==> src/rtl/bus_arbiter_16to1_8bit.sv <==
// Round-robin gather of sixteen 8-bit lines into one registered output with source index.
// One-cycle latency; grants only when the output register is empty or draining, so a stalled consumer holds everything.
module bus_arbiter_16to1_8bit (
  input  logic        clk,
  input  logic        rst_n,
  input  logic [7:0]  in0,
  input  logic [7:0]  in1,
  input  logic [7:0]  in2,
  input  logic [7:0]  in3,
  input  logic [7:0]  in4,
  input  logic [7:0]  in5,
  input  logic [7:0]  in6,
  input  logic [7:0]  in7,
  input  logic [7:0]  in8,
  input  logic [7:0]  in9,
  input  logic [7:0]  in10,
  input  logic [7:0]  in11,
  input  logic [7:0]  in12,
  input  logic [7:0]  in13,
  input  logic [7:0]  in14,
  input  logic [7:0]  in15,
  input  logic [15:0] req,
  output logic [15:0] gnt,
  output logic [7:0]  out,
  output logic [3:0]  out_sel,
  output logic        out_valid,
  input  logic        out_ready
);

  logic [7:0]  lines [16];
  logic [3:0]  ptr;
  logic [3:0]  win;
  logic [3:0]  cand;
  logic        found;
  logic        load;

  assign lines[0]  = in0;
  assign lines[1]  = in1;
  assign lines[2]  = in2;
  assign lines[3]  = in3;
  assign lines[4]  = in4;
  assign lines[5]  = in5;
  assign lines[6]  = in6;
  assign lines[7]  = in7;
  assign lines[8]  = in8;
  assign lines[9]  = in9;
  assign lines[10] = in10;
  assign lines[11] = in11;
  assign lines[12] = in12;
  assign lines[13] = in13;
  assign lines[14] = in14;
  assign lines[15] = in15;

  assign load = !out_valid || out_ready;

  // Search ptr+1 .. ptr+16; the 4-bit wrap makes the last candidate ptr itself.
  always_comb begin
    win   = ptr;
    cand  = ptr;
    found = 1'b0;
    gnt   = '0;
    for (int i = 1; i <= 16; i++) begin
      cand = ptr + 4'(i);
      if (!found && req[cand]) begin
        found = 1'b1;
        win   = cand;
      end
    end
    if (rst_n && load && found) gnt[win] = 1'b1;
  end

  always_ff @(posedge clk or negedge rst_n) begin
    if (!rst_n) begin
      out       <= 8'h00;
      out_sel   <= 4'd0;
      out_valid <= 1'b0;
      ptr       <= 4'd15;
    end else if (load) begin
      if (found) begin
        out       <= lines[win];
        out_sel   <= win;
        out_valid <= 1'b1;
        ptr       <= win;
      end else begin
        out_valid <= 1'b0;
      end
    end
  end

endmodule

==> config.mk <==
export PLATFORM = sky130hd
export DESIGN_NAME = bus_arbiter_16to1_8bit
export DESIGN_NICKNAME = d
export VERILOG_FILES = /design/src/rtl/bus_arbiter_16to1_8bit.sv
export SDC_FILE = /design/constraint.sdc
export NUM_CORES = 1
export LEC_CHECK = 0
export BUFFER_PORTS_ARGS = -buffer_cell sky130_fd_sc_hd__buf_2
export CAP_MARGIN = 20
export CORE_MARGIN = 3
export CORE_UTILIZATION = 55
export DETAILED_ROUTE_END_ITERATION = 7
export GPL_TIMING_DRIVEN = 1
export PLACE_DENSITY = 0.95
export SETUP_SLACK_MARGIN = 0.5
export SYNTH_ARGS = -nofsm -noshare
export SYNTH_HDL_FRONTEND = slang
export SYNTH_SLANG_ARGS = --single-unit
==> constraint.sdc <==
create_clock -name clk -period 10.4 [get_ports clk]
set_input_delay 2.08 -clock clk [delete_from_list [all_inputs] [get_ports clk]]
set_output_delay 2.08 -clock clk [all_outputs]
set_load 0.05 [all_outputs]
# ---- After elaboration in Yosys (flattened, before gate mapping)
# Cells that the tools add are included.
# Widths: inputs -> output; s select.
dict set report totals {
  romBits 0
  in_bits 147
  mem_bits_rw 0
  word_cells 146
  register_bits 17
  mem_count 0
  latchBits 0
}
dict set report op_classes {
  eq_ne 0
  bitwise 1
  reduce_logical 36
  mul 0
  muxes 71
  add_sub_neg 15
  div_mod_pow 0
  n_lt_le_gt_ge 19
  shifts 0
}
# cell count
set op_table {}
lappend op_table {{$lt 4x5->1 const B} 17}
lappend op_table {{$bmux 1 s4} 16}
lappend op_table {{$mux 4} 16}
lappend op_table {{$mux 1} 34}
lappend op_table {{$add 4x4->4 const B} 8}
lappend op_table {{$bmux 8 s4} 1}
lappend op_table {{$logic_and 1x1->1} 18}
lappend op_table {{$add 4x3->4 const B} 4}
lappend op_table {{$logic_not 1->1} 16}
lappend op_table {{$mux 16} 1}
lappend op_table {{$mux 8} 2}
lappend op_table {{$add 4x2->4 const B} 2}
lappend op_table {{$ge 5x5->1 const B} 1}
lappend op_table {{$not 4->5} 1}
lappend op_table {{$add 4x1->4 const B} 1}
lappend op_table {{$demux 1 s4} 1}
lappend op_table {{$ge 4x1->1 const B} 1}
lappend op_table {{$reduce_and 2->1} 1}
lappend op_table {{$logic_or 1x1->1} 1}

# ---- Longest topological paths before layout
dict set report depth {
  word_depth 54
  depth_mapped 20
}

# ---- Least setup slack after synthesis
# OpenSTA, ideal clock, no wires.
dict set report synth_timing {
  path_type {input-to-output}
  start {input port req[6]}
  end {output port gnt[5]}
  arrival_time_ps 5447
  path_buffers 1
  required_ps 8320
  cell_stages 12
  setup_slack_ps 2873
  cell_sequence {mux2_1 mux2_2 mux4_2 nor4b_4 nand2_2 o32ai_1 o22a_1 o21ai_1 a21boi_2 and2_1 buf_2 nor2b_1}
}
dict set report synth_between {
  elab_chain_cells 53
  elab_cells_between_ends 101
}
# element line
set synth_lines {}
lappend synth_lines {{start: declaration} 22} ;# input logic [15:0] req,
lappend synth_lines {{$bmux 1 s4} 64} ;# if (!found && req[cand]) begin
lappend synth_lines {{$mux 1 (implied by the code)} 64}
lappend synth_lines {{$mux 1} 64}
lappend synth_lines {{$logic_not 1->1} 64}
lappend synth_lines {{$logic_and 1x1->1} 64}
lappend synth_lines {{$mux 1} 64}
lappend synth_lines {{$logic_not 1->1} 64}
lappend synth_lines {{$logic_and 1x1->1} 64}
lappend synth_lines {{(+37 left out)} --}
lappend synth_lines {{$logic_not 1->1} 64}
lappend synth_lines {{$logic_and 1x1->1} 64}
lappend synth_lines {{$mux 4} 64}
lappend synth_lines {{$lt 4x5->1 (implied by the code) / $ge 4x1->1 (equally long branches)} 69} ;# if (rst_n && load && found) gnt[win] = 1'b1;
lappend synth_lines {{$logic_and 1x1->1 (implied by the code)} 69}
lappend synth_lines {{$mux 1 (implied by the code)} 69}
lappend synth_lines {{$demux 1 s4} 69}
lappend synth_lines {{$mux 16 *} 69}
lappend synth_lines {{end: declaration} 23} ;# output logic [15:0] gnt,
# Every way passes the cells marked *; elsewhere a longest branch is shown, timed or not. The select of a mux whose other input is x is not followed.

# ---- Worst setup path after layout
dict set report layout_timing {
  start {register ptr[0]}
  end {output port gnt[10]}
}
dict set report layout_between {
  elab_chain_cells 54
  elab_cells_between_ends 116
}
# element line
set layout_lines {}
lappend layout_lines {{start: declaration} 31} ;# logic [3:0] ptr;
lappend layout_lines {{start signal: assignment} 83} ;# ptr <= win;
lappend layout_lines {{$add 4x1->4} 63} ;# cand = ptr + 4'(i);
lappend layout_lines {{$bmux 1 s4} 64}
lappend layout_lines {{$mux 1 (implied by the code)} 64}
lappend layout_lines {{$mux 1} 64}
lappend layout_lines {{$logic_not 1->1} 64}
lappend layout_lines {{$logic_and 1x1->1} 64}
lappend layout_lines {{$mux 1} 64}
lappend layout_lines {{$logic_not 1->1} 64}
lappend layout_lines {{(+38 left out)} --}
lappend layout_lines {{$logic_not 1->1} 64}
lappend layout_lines {{$logic_and 1x1->1} 64}
lappend layout_lines {{$mux 4} 64}
lappend layout_lines {{$lt 4x5->1 (implied by the code) / $ge 4x1->1 (equally long branches)} 69}
lappend layout_lines {{$logic_and 1x1->1 (implied by the code)} 69}
lappend layout_lines {{$mux 1 (implied by the code)} 69}
lappend layout_lines {{$demux 1 s4} 69}
lappend layout_lines {{$mux 16 *} 69}
# Marks and branches as above.

==> metrics.txt <==
status=finished clean; Vias/cell=around 6.6; IO Count=176; total instance count after detailed placement=between 700 and 800; post-DP HPWL=13.1 mm; post-detailed-route DRC marker count=0; antenna cell count=0; buffer depth of the longest clock path=2; die width=96.9 um; number of optimization iterations in the first detailed-route pass=5; effective utilization at floorplan=57.6%; setup repair after global routing missed its margin=no; Hold Crit Class=flop to flop; area of the multi-input gates=3830 um^2; Skew-Pair Late Insertion Delay=0.25 ns; count of nets after finishing=817; count of distinct cell types in the synthesized netlist=70; transition time at the pin with the least slew margin=0.999 ns; count of port buffers added during placement=175; maximum number of pins on one net before global-route repair=57; number of synthesized register bits=17; fraction of layout instances using a drive strength above 1=37.1%; max frequency=about 0.12 GHz; Critical Path Slowest Stage Cell=sky130_fd_sc_hd__ha_1; final max-slew violation count=0; most prevalent standard cell on the critical path=sky130_fd_sc_hd__mux2_2; area grow syn2layout=19.5%; post_cts resized=0; Synth top area share=25.8%; total global routing track utilization=33.3%; DRC violation total after the first TritonRoute iteration=493; max-cap violation count=0; global-route wire length before repair=26.0 mm; fraction of the yosys area taken by sequential cells=9.48%; Sink Count=17; remaining global-route overflow=0; Finish-stage setup viols=0; total number of yosys warnings=0; async set-or-reset flop fraction in the synthesized netlist=100%; clock tree from TritonCTS=done; Reg2Reg Setup Slack=3.41 ns; ordered cell list for the critical path=inv_4 > ha_1 > mux2_2 > mux4_2 > mux2_2 > nor3_4 > nand3_2 > nor2_4 > a21boi_0 > a211oi_1 > o2bb2ai_4 > buf_4 > nor3_1 > and2_1 > buf_2; antenna violations before repair=0; top post-synthesis cells by area=sky130_fd_sc_hd__mux2i_1 26%, sky130_fd_sc_hd__mux4_2 13%, sky130_fd_sc_hd__dfrtp_1 7.2%; Required @ worst endpoint=~8.3 ns; number of enable flip-flop cells after synthesis=0; Critical Path Max Stage Delay=1.04 ns; category of cells accounting for the largest share of critical-path delay=simple AND/OR/NAND/NOR gates; overall routed net length=16.2 mm; overall via count from detail_route=approximately 5,000; count of placed standard cells in the final layout, fillers left out=about 760; primary flip-flop cell chosen by synthesis mapping=sky130_fd_sc_hd__dfrtp_1; Period Utilization, post-route=between 80% and 90%; cells after synthesis=just over 500; Rel. slew slack=33.4%; per-cell routed wire length=21.3 um; combined buffer and inverter count along the critical path=3; setup TNS after final layout=0 ns; Root Driver=sky130_fd_sc_hd__clkbuf_8; critical path class=flop to output port; skew final=0.00173 ns; number of CTS-inserted buffers=3; H-tree levels=1; number of hold violations in the final report=0; die height=96.9 um; Std-Cell Core Area=between 7000 and 8000 um^2; clock transition at the registers of the reported paths=roughly 0.06 ns; setup repair bufs after CTS=0; dominant cell type by area after synthesis=sky130_fd_sc_hd__mux2i_1; worst-path maximum fanout=39; number of filler instances in the final layout=629; Worst setup EP type=output port; DIE AREA=9380 um^2; Antenna Violating Nets Remaining=0; Arrival @ worst endpoint=6.47 ns; Syn Nets=662; Cell Area, Synth=4540 um^2; kind of start point of the critical path=flop; number of hold buffers added after CTS=0; sequential standard cell area=430 um^2; Synth Area per Inst=8.95 um^2; weighted congestion reported at the end of routability-driven placement=1.04; number of global-route vias before repair=4,899; Cell Rows=32; Tmin final=8.55 ns
==> cells in the mapped netlist (9+ instances only) <==
master	count
sky130_fd_sc_hd__a21oi_1	26
sky130_fd_sc_hd__a221oi_1	10
sky130_fd_sc_hd__and3_1	9
sky130_fd_sc_hd__buf_4	10
sky130_fd_sc_hd__dfrtp_1	13
sky130_fd_sc_hd__inv_1	12
sky130_fd_sc_hd__mux2_1	11
sky130_fd_sc_hd__mux2_2	12
sky130_fd_sc_hd__mux2i_1	117
sky130_fd_sc_hd__mux4_2	27
sky130_fd_sc_hd__nand2_1	38
sky130_fd_sc_hd__nor2_1	40
sky130_fd_sc_hd__nor2b_1	12
sky130_fd_sc_hd__o21ai_0	15
sky130_fd_sc_hd__xnor2_1	9
==> layout by cell type (no fill, tap or decap), types with 4 or more instances in the layout <==
cell	n
sky130_fd_sc_hd__buf_2	175
sky130_fd_sc_hd__mux2i_1	117
sky130_fd_sc_hd__nor2_1	40
sky130_fd_sc_hd__nand2_1	38
sky130_fd_sc_hd__mux4_2	27
sky130_fd_sc_hd__a21oi_1	26
sky130_fd_sc_hd__o21ai_0	15
sky130_fd_sc_hd__dfrtp_1	13
sky130_fd_sc_hd__inv_1	12
sky130_fd_sc_hd__mux2_2	12
sky130_fd_sc_hd__nor2b_1	12
sky130_fd_sc_hd__mux2_1	11
sky130_fd_sc_hd__a221oi_1	10
sky130_fd_sc_hd__xnor2_1	9
sky130_fd_sc_hd__and3_1	9
sky130_fd_sc_hd__nor3_1	8
sky130_fd_sc_hd__a22oi_1	8
sky130_fd_sc_hd__ha_1	8
sky130_fd_sc_hd__a21o_1	7
sky130_fd_sc_hd__and2_1	7
sky130_fd_sc_hd__buf_4	7
sky130_fd_sc_hd__nand2b_1	6
sky130_fd_sc_hd__o22ai_1	5
sky130_fd_sc_hd__a21boi_0	4
sky130_fd_sc_hd__nand3_1	4
sky130_fd_sc_hd__o21ai_1	4
sky130_fd_sc_hd__nand4_1	4
sky130_fd_sc_hd__dfstp_2	4
==> per-layer routing <==
layer | vias up | global-route usage, % | share of wire [%]
met3 | 39 | 4.61 | 11
met2 | 349 | 54.5 | 48
li1 | 2266 | - | -
met4 | 0 | 7.34 | 2.0
met5 | - | 0 | 0
met1 | 2373 | 46.8 | 39
==> kinds of logic after synthesis <==
kind of cell,synth area share (%)
flops,9.48
mux,44.9
fa+ha+maj,2.21
xor+xnor,2.92
buf+inv,6.34
simple gates,16.4
compound gates,17.7
==> final timing paths <==
check / start / to / cells after the start
min in group asynchronous: rst_n / out[5]$_DFFE_PN0P_ / 1
worst max register to register: ptr[0]$_DFFE_PN1P_ / out[4]$_DFFE_PN0P_ / 15
worst min-delay path: out_sel[1]$_DFFE_PN0P_ / out_sel[1]$_DFFE_PN0P_ / 1
max in group asynchronous: rst_n / ptr[1]$_DFFE_PN1P_ / 1
worst min register to register: out_sel[1]$_DFFE_PN0P_ / out_sel[1]$_DFFE_PN0P_ / 1
worst max-delay path: ptr[0]$_DFFE_PN1P_ / gnt[10] / 15
==> metrics by stage <==
stage | setup slack (ns) | utilization, % | instance area, um^2 | hold slack (ns)
5_1_grt | 1.50 | 68.8 | 5420 | 0.518
3_3_place_gp | 2.32 | 68.1 | 5370 | 0.457
4_1_cts | 1.97 | 68.7 | 5420 | 0.487
6_report | 1.85 | 68.8 | 5420 | 0.485
3_5_place_dp | 2.25 | 68.1 | 5370 | 0.471
2_1_floorplan | 2.87 | - | 4540 | 0.588
==> flip-flops by register name (all words and copies together), names as in the netlist <==
name	count
out_valid	1
out_sel	4
out	8
ptr	4
==> final cells by class <==
cell class,instances,area share [%]
Sequential cell,17,7.94
Inverter,15,1.08
Timing Repair Buffer,182,17.1
Clock buffer,4,0.830
Multi-Input combinational cell,443,70.7
Tap cell,102,2.35
Power is not shown: default switching activity piles up to over one toggle a cycle in this logic, so the estimate is an artifact.
